===== src/rtl/mux_arb_pkg.sv =====
// mux_arb_pkg: shared types and widths for the round-robin mux arbiter
package mux_arb_pkg;
  typedef enum logic {IDLE, GRANT} arb_state_t;
  localparam int N_REQ = 4;
  localparam int SEL_W = 2;
  localparam int CNT_W = 4;
endpackage


===== src/rtl/mux_rr_arbiter_rr_pick.sv =====
// rr_pick: combinational round-robin picker, first set req bit after last (mod 4)
// ports: req (request lines), last (previous grant), found (any request), idx (chosen index)
module rr_pick
  import mux_arb_pkg::*;
(
  input  logic [N_REQ-1:0] req,
  input  logic [SEL_W-1:0] last,
  output logic             found,
  output logic [SEL_W-1:0] idx
);
  // scan from the farthest offset down so the nearest requester after last wins
  always_comb begin
    found = |req;
    idx = last;
    for (int i = N_REQ; i >= 1; i--)
      if (req[last + SEL_W'(i)]) idx = last + SEL_W'(i);
  end
endmodule


===== src/rtl/mux_rr_arbiter.sv =====
// mux_rr_arbiter: round-robin burst arbiter driving a 4:1 mux into a one-deep valid/ready register
// ports: req/a..d from producers, ack one-hot capture pulse, sel registered grant,
//        busy while granted, out_valid/out_data/out_ready toward the consumer
module mux_rr_arbiter
  import mux_arb_pkg::*;
#(
  parameter int DATA_W    = 4,
  parameter int MAX_BURST = 4
) (
  input  logic              clk,
  input  logic              rst_n,
  input  logic [N_REQ-1:0]  req,
  input  logic [DATA_W-1:0] a,
  input  logic [DATA_W-1:0] b,
  input  logic [DATA_W-1:0] c,
  input  logic [DATA_W-1:0] d,
  output logic [N_REQ-1:0]  ack,
  output logic [SEL_W-1:0]  sel,
  output logic              busy,
  output logic              out_valid,
  output logic [DATA_W-1:0] out_data,
  input  logic              out_ready
);
  arb_state_t        state, state_n;
  logic [SEL_W-1:0]  last, pick_idx;
  logic [CNT_W-1:0]  cnt;
  logic [DATA_W-1:0] word;
  logic              found, space, xfer, last_xfer;

  rr_pick u_pick (.req(req), .last(last), .found(found), .idx(pick_idx));

  always_comb begin
    word = a;
    case (sel)
      2'd0: word = a;
      2'd1: word = b;
      2'd2: word = c;
      2'd3: word = d;
    endcase
  end

  assign space     = !out_valid || out_ready;
  assign xfer      = state == GRANT && req[sel] && space;
  assign last_xfer = xfer && cnt + CNT_W'(1) == CNT_W'(MAX_BURST);
  assign ack       = xfer ? N_REQ'(1) << sel : '0;
  assign busy      = state == GRANT;

  always_ff @(posedge clk or negedge rst_n)
    if (!rst_n) state <= IDLE;
    else state <= state_n;

  // a grant ends on a dropped request (no transfer that cycle) or on the final burst transfer
  always_comb begin
    state_n = state;
    if (state == IDLE) state_n = found ? GRANT : IDLE;
    else if (!req[sel] || last_xfer) state_n = IDLE;
  end

  always_ff @(posedge clk or negedge rst_n)
    if (!rst_n) begin
      sel  <= '0;
      last <= SEL_W'(N_REQ - 1);
      cnt  <= '0;
    end else if (state == IDLE) begin
      if (found) begin
        sel <= pick_idx;
        cnt <= '0;
      end
    end else begin
      if (xfer) cnt <= cnt + CNT_W'(1);
      if (state_n == IDLE) last <= sel;
    end

  always_ff @(posedge clk or negedge rst_n)
    if (!rst_n) begin
      out_valid <= 1'b0;
      out_data  <= '0;
    end else if (xfer) begin
      out_valid <= 1'b1;
      out_data  <= word;
    end else if (out_ready) out_valid <= 1'b0;
endmodule


===== config.mk =====
export PLATFORM = sky130hd
export DESIGN_NAME = mux_rr_arbiter
export DESIGN_NICKNAME = d
export VERILOG_FILES = /design/src/rtl/mux_arb_pkg.sv /design/src/rtl/mux_rr_arbiter_rr_pick.sv /design/src/rtl/mux_rr_arbiter.sv
export SDC_FILE = /design/constraint.sdc
export NUM_CORES = 1
export LEC_CHECK = 0
export CORE_MARGIN = 8
export CORE_UTILIZATION = 55
export DETAILED_ROUTE_END_ITERATION = 16
export DONT_BUFFER_PORTS = 1
export GPL_TIMING_DRIVEN = 0
export PLACE_DENSITY_LB_ADDON = 0.08
export SYNTH_ARGS = -nofsm -noshare
export SYNTH_HDL_FRONTEND = slang
export SYNTH_SLANG_ARGS = --single-unit

===== constraint.sdc =====
create_clock -name clk -period 2.2 [get_ports clk]
set_input_delay 0.22 -clock clk [delete_from_list [all_inputs] [get_ports clk]]
set_output_delay 0.22 -clock clk [all_outputs]
set_load 0.01 [all_outputs]

==> out/results.tsv, run 1 <==
metric	value	unit
part of the power in registers	0.392	
CP Capture Type	output port	
Final Instance Count excl. Fillers	101	
CTS tree	done	
Internal	795	uW
number of inserted diodes	0	
TritonCTS Buffers	3	
initial antenna violation count	0	
Area Overhead vs Synth	6.59	%
Tot GR Track Use	0.125	
#FFs+latches synth	14	
Total Nets Final	110	
EDFF count, synth	0	
first-pass detailed-route iteration total	4	
Setup Buffers After CTS	0	
post-synth top area cell	dfrtp_1	
drt wl/cell	18.8	um
total power	1.32	mW
port bufs	0	
I/O pin count	35	
critical path launch point type	register	
status	finished clean	
setup TNS	0	ns
Post-route DRC	0	
die footprint	3070	um2
post-route setup slack	0.138	ns
Root Buffer	clkbuf_4	
Clock Tree Buf Depth	2	
CP Data Arrival Time	1.84	ns
Synth top cells by count	dfrtp_1 (12), nand2_1 (10), mux4_2 (5), nand3_1 (5)	
height of the chip	55.4	um
largest net degree at the start of global routing	15	
Min Hold Slack	0.159	ns
Rows	14	
DR vias	620	
Initial Util	0.574	
Pwr Density	1450	nW/um2
grt ovf	0	
post-synth top area share	0.351	
total of cells resized after clock tree synthesis	0	
critical path required time	1.98	ns
vias per inst	6.14	
yosys synthesis warning count	0	
Top FF cell, synth	dfrtp_1	
combinational share of power	0.496	
RePlAce Congestion	0.714	
Die W	55.4	um
Worst-Margin Slew	0.685	ns
clock group share of total power	0.113	
fin util	0.612	
pre-CTS setup slack	0.302	ns
fill cell count	135	
Worst Skew	0.00250	ns
post-route cell area	911	um2
RSZ-0062 raised after global routing	no	
Cells after DPL	96	
placed cell area	875	um2
max-capacitance violation count	0	
initial drt markers	6	
Post-DP HPWL	1500	um
Synth Area per Inst	10.7	um2
Sinks on Clock Net	14	
syn_nets	104	
max-slew violations	0	
asr flop ratio synth	1.00	
crit-path max FO	7	
vias in the first global route	641	
maximum VDD drop	0.966	mV
Post-DRT Antenna Nets	0	
WL final	1900	um
Hold WC Path Type	input port to register	
core area	1490	um2
Min Clock Period, post-route	2.06	ns
Post-Syn Area	855	um2
htree depth	1	
global-route wire length before repair	3080	um
Post-Synthesis Cells	80	
Max Clk Rate	485	MHz
crit share post-route	0.937	
ratio of cells with drive above 1 in the final layout	0.200	
Seq/Total Area, Yosys	0.413	
final setup vio count	0	
count leader, synth	dfrtp_1	
Synth area leaders	dfrtp_1 (35%), mux4_2 (13%), mux2_4 (7.0%)	
unique cell type count in the Yosys netlist	27	
Max-slew headroom	0.537	
Final Hold Vio Count	0	
clk slew on worst S/H paths	0.07	ns
Sw Ratio	0.399	
clk_lat worst skew	0.28	ns
Psw	528	uW
critical path class	register to output port	
Static Leakage	0.409	nW
[power groups by stage]
stage          clock, mW  combinational [mW]  sequential, mW
6_report           0.149               0.656           0.518
5_1_grt            0.174               0.726           0.539
4_1_cts            0.159               0.663           0.523
3_5_place_dp           0               0.655           0.528
3_3_place_gp           0               0.637           0.523
2_1_floorplan          0               0.562           0.498
[layout make-up]
| type | instances | area, um2 | share of cell area |
|---|---|---|---|
| well taps | 16 | 20.0 | 0.0220 |
| plain buffers | 5 | 26.3 | 0.0288 |
| repair buffers | 1 | 10.0 | 0.0110 |
| multi-input cells | 58 | 464 | 0.510 |
| inverters | 3 | 11.3 | 0.0124 |
| clock buffers | 4 | 26.3 | 0.0288 |
| flip-flops and latches | 14 | 353 | 0.387 |
[kinds of logic (layout without fill, tap and decap cells)]
logic type,count (synthesis),in the layout,synth area share
AO/OA/AOI/OAI,14,14,0.104
XOR/XNOR,1,1,0.0103
adder cells (fa/ha/maj),1,1,0.0146
buffers and inverters,8,13,0.0439
flip-flops,14,14,0.413
multiplexers,13,13,0.252
AND/OR/NAND/NOR,29,29,0.163
[routing by layer]
layer / share of wire / vias to the layer above / GRT usage
li1: - / 301 / -
met1: 0.40 / 292 / 0.125
met2: 0.48 / 25 / 0.196
met3: 0.11 / 2 / 0.0936
met4: 0.0042 / 0 / 0.0423
met5: 0 / - / 0
[state kept, by name, summed over array words and instances, names as in the netlist]
signal	cells
cnt	4
out_data	4
last	2
sel	2
busy	1
out_valid	1
[cell usage in the layout, fill, tap and decap left out, types with 2 or more instances in the layout]
master and instances:
and3_1 2, nor2_1 4, mux2i_1 2, nand2_1 10
clkbuf_1 4, dfstp_2 2, nand3_1 5, dfrtp_1 12
mux4_2 5, mux2_4 4, inv_1 3, mux2_2 2
clkbuf_4 3, nor3_1 3, nand2b_1 3, o21ai_0 4
a21oi_1 3, a21o_1 3
[path summary, 6_finish.rpt]
kind                        start     endpoint  slack (ns)  depth (start not counted)
max                        sel[0]       ack[3]        0.14                          4
min                        req[3]       sel[0]        0.16                          2
max reg2reg                sel[0]  out_data[3]        0.35                          3
min reg2reg                cnt[0]       cnt[0]        0.54                          1
max in group asynchronous   rst_n       cnt[0]        1.42                          1
min in group asynchronous   rst_n  out_data[3]        0.38                          1
[critical path, stage by stage, from the launching register on]
cell,delay [ns]
dfrtp_1,0.44
mux4_2,0.57
and3_1,0.20
buf_6,0.14
and3_1,0.21
[timing repair]
action / in CTS / in global routing
endpoints found under the setup margin: 0 / 0
hold buffers: 1 / 0
hold endpoints to repair: 14 / 0
Power figures use the tool's default switching activity.
==> inputs of run 2 (changes only) <==
--- a/config.mk
+++ b/config.mk
@@ -11,6 +11,7 @@
 export DONT_BUFFER_PORTS = 1
 export GPL_TIMING_DRIVEN = 0
 export PLACE_DENSITY_LB_ADDON = 0.08
+export SETUP_SLACK_MARGIN = 0.4
 export SYNTH_ARGS = -nofsm -noshare
 export SYNTH_HDL_FRONTEND = slang
 export SYNTH_SLANG_ARGS = --single-unit
==> run 2 against run 1 <==
Die area is the same. Critical path type unchanged. Non-clock buffer count rose by 5. Fmax is 7.6% higher.
==> out/results.tsv, run 2 (same netlist as run 1, synthesis figures left out) <==
metric	value	unit
status	finished clean	
htree depth	1	
Top Family by Delay on Critical Path	multiplexers	
grt ovf	0	
TritonCTS Buffers	3	
worst path bufs/invs	1	
ratio of cells with drive above 1 in the final layout	0.322	
Tot GR Track Use	0.129	
worst hold stages	2	
Static Leakage	0.439	nW
reg-to-reg startpoint	sel[0]	
RePlAce Congestion	0.714	
Worst-Margin Slew	0.632	ns
core area	1490	um2
vias per inst	6.07	
CP cell instances	mux4_2 > and3_4 > buf_6 > and3_4	
Initial Util	0.574	
global-route wire length before repair	3170	um
RSZ-0062 raised after global routing	yes	
drt wl/cell	18.4	um
maximum VDD drop	0.987	mV
most common cell after layout, fill and taps aside	dfrtp_1	
Max stage delay cell, worst path	mux4_2	
largest registers	cnt (4), out_data (4)	
height of the chip	55.4	um
die footprint	3070	um2
critical path required time	1.98	ns
Area Overhead vs Synth	14.1	%
Clock Tree Buf Depth	2	
critical path class	register to output port	
Reg-to-Reg End	out_data[2]	
DR vias	643	
fill cell count	128	
number of inserted diodes	0	
crit-path max FO	4	
Post-route DRC	0	
largest net degree at the start of global routing	15	
Worst Hold Launch	req[3]	
initial antenna violation count	0	
Total Nets Final	115	
Die W	55.4	um
Max-slew headroom	0.577	
R2R setup slack	0.33	ns
WL final	1950	um
Crit path top cell by count	and3_4	
initial drt markers	5	
Sinks on Clock Net	14	
Final Hold Vio Count	0	
final setup vio count	0	
Hold Path Sink	sel[0]	
Worst Skew	0.00294	ns
worst stage delay on the critical path	0.52	ns
Rows	14	
crit share post-route	0.871	
Max Clk Rate	522	MHz
max-capacitance violation count	0	
Root Buffer	clkbuf_4	
Post-DP HPWL	1500	um
Hold WC Path Type	input port to register	
clk_lat worst skew	0.28	ns
setup TNS	0	ns
CTS tree	done	
vias in the first global route	678	
clk slew on worst S/H paths	0.07	ns
Final Instance Count excl. Fillers	106	
CP Capture Type	output port	
commonest non-fill, non-tap cells in the layout	dfrtp_1 (11), nand2_1 (10), mux4_2 (5), nand3_1 (5)	
critical path launch point type	register	
Min Clock Period, post-route	1.92	ns
I/O pin count	35	
Worst Reg-to-Reg Cells	6	
Cells after DPL	96	
CP Data Arrival Time	1.70	ns
first-pass detailed-route iteration total	4	
Pwr Density	1470	nW/um2
max-slew violations	0	
port bufs	0	
Post-DRT Antenna Nets	0	
-- run 2: what timing repair did --
| item | in CTS | in global routing |
|---|---|---|
| endpoints found under the setup margin | 8 | 8 |
| buffers inserted | 3 | 2 |
| hold buffers | 1 | 0 |
| endpoints found under the hold margin | 14 | 0 |
| resized for setup | 6 | 3 |
| pin swaps | 0 | 0 |
-- run 2: power breakdown --
part	internal, mW	leakage [nW]	switching [mW]
registers	0.390	0.169	0.129
logic	0.416	0.255	0.346
clock network	0.0705	0.0150	0.0785
-- run 2: per-layer routing --
metal / wire (um) / global-route usage / vias to the layer above / part of all wire
met5: 0 / 0 / - / 0
met4: 8 / 0.0423 / 0 / 0.0041
met3: 221 / 0.0936 / 2 / 0.11
met2: 963 / 0.210 / 25 / 0.49
met1: 757 / 0.124 / 306 / 0.39
li1: - / - / 310 / -
-- run 2: worst reg2reg max path, stage by stage (launching register included) --
cell     delay (ns)
dfrtp_2        0.41
mux4_2         0.52
and3_4         0.19
buf_6          0.12
buf_4          0.12
buf_6          0.12
mux2_4         0.29
-- run 2: how the worst max path moves through the flow --
stage | startpoint | to | cells after the start
3_5_place_dp | sel[0] | out_data[3] | 3
3_3_place_gp | sel[0] | out_data[2] | 3
6_report | sel[0] | ack[3] | 4
5_1_grt | sel[0] | ack[3] | 4
4_1_cts | sel[0] | ack[3] | 4
2_1_floorplan | sel[0] | out_data[0] | 3
-- run 2: cell type report --
cell class	instances	area [um2]	area share
Timing Repair Buffer	6	51.3	0.0526
Tap cell	16	20.0	0.0205
Multi-Input combinational cell	58	483	0.496
Sequential cell	14	354	0.363
Inverter	3	11.3	0.0116
Clock buffer	4	26.3	0.0270
Buffer	5	28.8	0.0295
-- run 2: per-stage QoR --
| stage | utilization | hold WS (ns) | area (um2) | total power [mW] | setup WS (ns) |
|---|---|---|---|---|---|
| 6_report | 0.655 | 0.160 | 975 | 1.43 | 0.284 |
| 3_3_place_gp | 0.587 | -0.0752 | 875 | 1.16 | 0.339 |
| 3_5_place_dp | 0.587 | -0.0752 | 875 | 1.18 | 0.302 |
| 2_1_floorplan | - | -0.0756 | 855 | 1.06 | 0.500 |
| 5_1_grt | 0.655 | 0.170 | 975 | 1.55 | 0.208 |
| 4_1_cts | 0.641 | 0.153 | 955 | 1.42 | 0.255 |
